--- src/rtl/coord_display.sv ---
// coord_display: debounced X/Y coordinate viewer on an 8-digit multiplexed seven-segment display
//   Clk, Reset (sync, active-high); xCoord/yCoord: coordinate inputs; Freeze: hold displayed pair
//   an/seg/dp: active-low digit enables, segments (g..a) and decimal point
//   UpdateCount: display loads (wrapping); Valid: displayed pair equals the stable input pair
module coord_display #(
  parameter int STABLE_CYCLES = 4,
  parameter int REFRESH_DIV = 100000
) (
  input  logic        Clk,
  input  logic        Reset,
  input  logic [31:0] xCoord,
  input  logic [31:0] yCoord,
  input  logic        Freeze,
  output logic [7:0]  an,
  output logic [6:0]  seg,
  output logic        dp,
  output logic [15:0] UpdateCount,
  output logic        Valid
);
  localparam int SW = $clog2(STABLE_CYCLES);
  localparam int PW = $clog2(REFRESH_DIV);
  localparam logic [SW-1:0] SMAX = SW'(STABLE_CYCLES - 1);
  localparam logic [PW-1:0] PMAX = PW'(REFRESH_DIV - 1);
  logic [31:0] candX, candY, dispX, dispY, candXN, candYN, dispXN, dispYN;
  logic [SW-1:0] stab, stabN;
  logic [PW-1:0] presc;
  logic [2:0] idx, idxN;
  logic [4:0] sh;
  logic [3:0] nib;
  logic [6:0] segN;
  logic match, load, tick, loaded, dpN;
  always_comb begin
    match = {xCoord, yCoord} == {candX, candY};
    candXN = match ? candX : xCoord;
    candYN = match ? candY : yCoord;
    stabN = !match ? '0 : (stab < SMAX ? stab + 1'b1 : stab);
    load = match && stab == SMAX && !Freeze && {candX, candY} != {dispX, dispY};
    dispXN = load ? candX : dispX;
    dispYN = load ? candY : dispY;
    tick = presc == PMAX;
    idxN = tick ? idx + 3'd1 : idx;
    sh = {1'b0, idxN[1:0], 2'b00};
    // upper four digits show X, lower four show Y, most significant nibble leftmost
    nib = idxN[2] ? dispX[sh +: 4] : dispY[sh +: 4];
    // dp marks the X/Y separator and flags coordinates that do not fit in 16 bits
    dpN = !(idxN == 3'd4 || (idxN == 3'd7 && |dispX[31:16]) || (idxN == 3'd3 && |dispY[31:16]));
    segN = 7'b1111111;
    case (nib)
      4'h0: segN = 7'b1000000;
      4'h1: segN = 7'b1111001;
      4'h2: segN = 7'b0100100;
      4'h3: segN = 7'b0110000;
      4'h4: segN = 7'b0011001;
      4'h5: segN = 7'b0010010;
      4'h6: segN = 7'b0000010;
      4'h7: segN = 7'b1111000;
      4'h8: segN = 7'b0000000;
      4'h9: segN = 7'b0010000;
      4'hA: segN = 7'b0001000;
      4'hB: segN = 7'b0000011;
      4'hC: segN = 7'b1000110;
      4'hD: segN = 7'b0100001;
      4'hE: segN = 7'b0000110;
      4'hF: segN = 7'b0001110;
      default: segN = 7'b1111111;
    endcase
  end
  always_ff @(posedge Clk) begin
    if (Reset) begin
      candX <= '0;
      candY <= '0;
      dispX <= '0;
      dispY <= '0;
      stab <= '0;
      presc <= '0;
      idx <= '0;
      UpdateCount <= '0;
      Valid <= 1'b0;
      loaded <= 1'b0;
      an <= 8'hFE;
      seg <= 7'b1000000;
      dp <= 1'b1;
    end else begin
      candX <= candXN;
      candY <= candYN;
      stab <= stabN;
      dispX <= dispXN;
      dispY <= dispYN;
      UpdateCount <= UpdateCount + 16'(load);
      Valid <= stabN == SMAX && {candXN, candYN} == {dispXN, dispYN};
      loaded <= load;
      presc <= tick ? '0 : presc + 1'b1;
      idx <= idxN;
      if (tick) an <= ~(8'd1 << idxN);
      // a load refreshes the current digit one edge later, once dispX/dispY hold the new pair
      if (tick || loaded) begin
        seg <= segN;
        dp <= dpN;
      end
    end
  end
endmodule

--- config.mk ---
export PLATFORM = sky130hd
export DESIGN_NAME = coord_display
export DESIGN_NICKNAME = d
export VERILOG_FILES = /design/src/rtl/coord_display.sv
export SDC_FILE = /design/constraint.sdc
export NUM_CORES = 1
export LEC_CHECK = 0
export CELL_PAD_IN_SITES_DETAIL_PLACEMENT = 0
export CELL_PAD_IN_SITES_GLOBAL_PLACEMENT = 2
export CORE_MARGIN = 2
export CORE_UTILIZATION = 35
export DETAILED_ROUTE_END_ITERATION = 8
export GPL_TIMING_DRIVEN = 0
export PLACE_DENSITY = 0.91
export SETUP_SLACK_MARGIN = 0.02
export SLEW_MARGIN = 10
export SYNTH_ARGS = -nofsm -noshare
export SYNTH_HDL_FRONTEND = slang
export SYNTH_SLANG_ARGS = --single-unit
--- constraint.sdc ---
create_clock -name Clk -period 3.75 [get_ports Clk]
set_clock_uncertainty 0.15 [all_clocks]
set_input_delay 0.75 -clock Clk [delete_from_list [all_inputs] [get_ports Clk]]
set_output_delay 0.75 -clock Clk [all_outputs]
set_load 0.005 [all_outputs]
Word level (Yosys, flattened, before mapping)
Memory sizes are Yosys's and may differ from the RTL's. A register that Yosys moved wholly into a read port is not among the register bits.
Index checks and enable logic that the tools add are counted.

word-level totals
  output and inout bits = 33
  logic and storage cells = 53
  bits in registers = 177
  memories = 1
  ROM bits = 112

memory list
  name              depth  width  read ports  clocked after memory_dff  wr ports  line  RTL
  (name not given)  16     7      1           1                         0         48    case (nib)

cells by class
  $add $sub $neg = 4
  shift operators = 3
  muxes and demuxes = 8
  bitwise operators = 1
  magnitude comparators = 1
  eq/ne operators = 9
  reductions and logical operators = 14

operators with widths
  operator               number
  $eq 64x64->1           2
  $mux 32                4
  $ne 64x64->1           1
  $shiftx 32x5->4        2
  $reduce_or 16->1       2
  $add 17x1->17 const B  1
  $eq 17x17->1 const B   1
  $add 16x1->16          1
  $not 8->8              1
  $shl 1x3->8 const A    1
  $eq 3x3->1 const B     2
  $logic_and 1x1->1      6
  $eq 2x2->1 const B     2
  $mux 2                 2
  $mux 4                 1
  $add 3x1->3 const B    1
  $eq 3x2->1 const B     1
  $logic_or 1x1->1       3
  $mux 3                 1
  $add 2x1->2 const B    1
  $logic_not 1->1        2
  $lt 2x2->1 const B     1
  $reduce_or 2->1        1

Depth between registers and ports, before layout
  depth after elaboration = 7
  depth in mapped cells = 14

Worst setup path before layout
No wires, ideal clock.

  path type = reg-to-reg
  start = register presc[0]
  end = register seg[1]
  path buffers = 1
  period minus slack after synthesis = 3.489 ns
  data arrival time = 3.251 ns
  cell stages (with the launch flop) = 15
  required time = 3.512 ns
  setup time = 0.088 ns
  slack = 0.261 ns
  cell sequence = dfxtp_1 > ha_1 > and4_1 > and4_1 > buf_4 > a21o_2 > nand3_1 > o21ai_0 > a221o_1 > or3_4 > inv_1 > ha_1 > and2_2 > a211o_1 > a311oi_2

on the way
  longest elaborated chain between the ends = 4

ends and longest elaborated chain
  what                    line  RTL
  from (decl)             26    logic [PW-1:0] presc;
  from (signal assigned)  92    presc <= tick ? '0 : presc + 1'b1;
  $eq 17x17->1 (*)        40    tick = presc == PMAX;
  $mux 3                  41    idxN = tick ? idx + 3'd1 : idx;
  $shiftx 32x5->4         44    nib = idxN[2] ? dispX[sh +: 4] : dispY[sh +: 4];
  $mux 4                  44
  to (decl)               15    output logic [6:0] seg,

Mark *: on every way between the ends. The rest lies on a longest branch, timed or not.
A chain may end at the register's enable or synchronous reset.

Worst setup path after layout
  start = input yCoord[4]
  end = register Valid

on the way
  longest elaborated chain between the ends = 7

ends and longest elaborated chain
  what                             line    RTL
  from (decl)                      12      input logic [31:0] yCoord,
  $eq 64x64->1                     33      match = {xCoord, yCoord} == {candX, candY};
  $logic_and 1x1->1 (3 in series)  37      load = match && stab == SMAX && !Freeze && {candX, candY} != {dispX, dispY};
  $mux 32 (on tied branches)       39, 38
  $eq 64x64->1                     90      Valid <= stabN == SMAX && {candXN, candYN} == {dispXN, dispYN};
  $logic_and 1x1->1 (*)            90
  to (signal assigned)             90
  to (decl)                        18      output logic Valid

Marks and branches as above.

==> impl_metrics.yaml <==
routing:
  vias: 8127
  detail_route.iter0.violations: 738
  drt_first_pass_iters: 5
  routed_wl_um: 32380
  wl_per_cell_um: 21.11
  drc_errors: 0
  route.detailed.vias_per_inst: 5.298
  drt.antenna.violating_nets: 0
grt:
  grt_util_all_layers_pct: 23.21
  vias_in_the_first_global_route: 7899
  first_pass_grt_wire_length_um: 48550
  global_route.overflow_total: 0
  number_of_antenna_violations_at_the_first_check_in_global_routing: 1
  grt_max_degree: 21
placement:
  port-buffer-count: 99
  place.detailed.hpwl_um: 25330
  gp_congestion: 0.9289
clock_tree:
  worst_setup_hold_path_clk_slew_ps: 80
  cts_hold_bufs: 0
  clock_insertion_delay_worst_skew_ps: 460
  number_of_buffers_inserted_during_clock_tree_synthesis: 17
  clk_path_buf_depth: 2
  htreeDepth: 4
  cts_tree: "yes"
  clockRootBuffer: "clkbuf_16"
  tritoncts_num_sinks: 184
sta:
  timing_max_transition_violations_final: 0
  timing_hold_violations_final: 0
  tns_ps: 0
  fin_crit_sh_pct: 97.65
  top_achievable_clock_speed_mhz: 273.1
  unrepaired_setup_endpoints_after_global_routing: "true"
  layout_min_cycle_time_ps: 3662
  final-setup-viol-count: 0
  worst_pin_slew_ps: 911.8
  slew_headroom_pct: 39.22
floorplan:
  die_h_um: 166.7
  floorplan.die.width_um: 166.7
  dieArea_sq_um: 27800
  io_pins: 100
  rows: 59
  design.core.area_sq_um: 26060
  starting_density_pct: 35.57
worst_setup_path:
  crit_chain: "clkdlybuf4s50_1 -> xnor2_2 -> nand4_1 -> nor4_2 -> and4_2 -> nand3_1 -> buf_4 -> mux2i_2 -> xnor2_1 -> or4_1 -> nor4_2"
  crit_path_max_delay_cell_type: "or4_1"
  setup.worst_path.start_class: "input port"
  crit_path_end_kind: "flip-flop"
  critPathArrivalTime_ps: 3880
  crit_path_max_fanout: 10
  worst_path_largest_cell_delay_ps: 560
  cell_family_with_most_cp_delay: "simple AND/OR/NAND/NOR gates"
  critical_path.most_common_cell: "nor4_2"
  critical_path_required_ps: 3960
  worstRegToRegCells: 12
  crit_type: "input port to flip-flop"
  cp.buffers_inverters: 2
  cp.depth: 11
cells_and_area:
  area.sequential_sq_um: 3686
  final_core_utilization_pct: 44.57
  fraction_of_final_layout_cells_with_drive_strength_greater_than_1_pct: 9.842
  finalNetCount: 1263
  diodes: 0
  multiInputGateArea_sq_um: 5495
  filler_cell_count: 2554
  syn_to_final_growth_pct: 25.28
synthesis:
  yosysSeqAreaShare_pct: 39.74
  postSynthCellCount: 1059
  syn_area_per_cell_sq_um: 8.754
  synthFlopType: "dfxtp_1"
  ys_top_cells_by_area: "dfxtp_1 (40%), xnor2_1 (14%), nand2_1 (5.1%)"
  synth_most_common_cell: "dfxtp_1"
  ys_types: 72
  synth_edf_count: 0
  postSynthNetCount: 1136
  synth_area_sq_um: 9270
  synth_top_cells_by_count: "dfxtp_1 (184), xnor2_1 (143), nand2_1 (125), nor2_1 (78), a21oi_1 (70)"
  synth_largest_type_area_fraction_pct: 39.74
  async_reset_ff_share_pct: 0
  synth_warnings: 0
  cell_type_with_the_largest_total_area_after_synthesis: "dfxtp_1"
  postSynthRegisterBits: 184
status:
  run_status: "complete, no violations"
power_and_ir_drop:
  power-per-cell-area_nw_per_um2: 369.7
  peakVddDrop_v: 0.0003124
  power.static_leakage_nw: 4.077
job:
  max_cap_viol_count: 0
hold_path:
  hp_class: "flip-flop to flip-flop"
  min_delay_path_depth: 1
-- logic make-up (layout without fill, tap and decap cells) --
logic type	after synthesis	after routing	synth area share [%]
AOI/OAI and AO/OA	148	148	10.18
xor gates and xnor gates	190	190	17.95
adders and majority gates	10	10	1.350
buffers and inverters	68	208	3.442
DFF	184	184	39.74
muxes	24	24	2.632
and+or+nand+nor	435	435	24.71
-- worst paths after layout --
check | from | to | slack [ps]
max reg2reg | presc[5]$_SDFF_PP0_ | seg[1]$_SDFFE_PP0P_ | 110
max | yCoord[4] | Valid$_SDFF_PP0_ | 90
min reg2reg | presc[0]$_SDFF_PP0_ | presc[0]$_SDFF_PP0_ | 310
min | presc[0]$_SDFF_PP0_ | presc[0]$_SDFF_PP0_ | 310
-- cells in the final DEF (no fill, tap or decap), types with 17 or more instances in the layout --
master / synthesis / layout
nand3_1: 28 / 28
mux2i_1: 21 / 19
nor2_1: 78 / 77
xnor2_1: 143 / 131
clkdlybuf4s50_1: 0 / 95
nand4_1: 48 / 48
nor2b_1: 59 / 59
dfxtp_1: 184 / 182
xor2_1: 47 / 47
clkbuf_1: 25 / 19
nor4_1: 25 / 19
nand2_1: 125 / 125
clkbuf_16: 0 / 17
inv_1: 26 / 25
o21ai_0: 20 / 19
a21oi_1: 70 / 70
-- state kept, by name, indices dropped and copies added (netlist names), 7 cells and up --
register,count
candX,32
candY,32
dispX,32
dispY,32
presc,17
UpdateCount,16
an,8
seg,7
-- report_power, final --
part | total (W) | switching [W] | internal [W] | leakage, nW
Clock | 0.00185 | 0.000952 | 0.000902 | 0.289
Combinational | 0.000399 | 0.000213 | 0.000187 | 2.29
Sequential | 0.00204 | 0.0000472 | 0.00199 | 1.50
Total | 0.00429 | 0.00121 | 0.00308 | 4.08
-- through the flow --
| stage | power [W] | worst slack (ps) | area (sq um) | hold slack, ps | std cells |
|---|---|---|---|---|---|
| 2_1_floorplan | 0.002254 | 260.8 | 9270 | 267.5 | 1059 |
| 3_3_place_gp | 0.002463 | -1354 | 10680 | 279.8 | 1493 |
| 3_5_place_dp | 0.002461 | -1267 | 10680 | 290.1 | 1493 |
| 4_1_cts | 0.004296 | 20.38 | 11490 | 307.6 | 1532 |
| 5_1_grt | 0.004424 | -61.41 | 11610 | 329.8 | 1534 |
| 6_report | 0.004293 | 87.94 | 11610 | 305.6 | 1534 |
-- layout make-up --
class                      instances  share of cell area [%]
inverter                          26                  0.8403
multi-input combinational        807                   47.32
buffer                            42                   2.079
sequential                       184                   31.74
timing repair buffer             108                   9.201
tap                              335                   3.609
clock buffer                      17                   3.663
clock inverter                    15                   1.551
-- repair_timing --
item	CTS	global route
resized for setup	31	27
pin swaps	4	10
setup buffers	7	2
endpoints found under the setup margin	61	42
-- worst register-to-register path: stages (launching register included) --
cell	delay (ps)
dfxtp_1	360
or2b_1	270
nor4_4	440
nand4_4	220
nand2_4	180
mux2i_1	100
a221o_1	370
or3_4	440
inv_2	90
ha_1	240
and2_2	170
a211o_1	270
a311oi_2	250
-- per-layer routing --
layer / vias to the layer above / wire length (um) / track usage [%]
li1: 3928 / - / -
met5: - / 7 / 0
met1: 3839 / 14000 / 30.11
met3: 75 / 2100 / 5.181
met2: 283 / 15110 / 37.23
met4: 2 / 1163 / 9.895
Power figures use the tool's default switching activity.
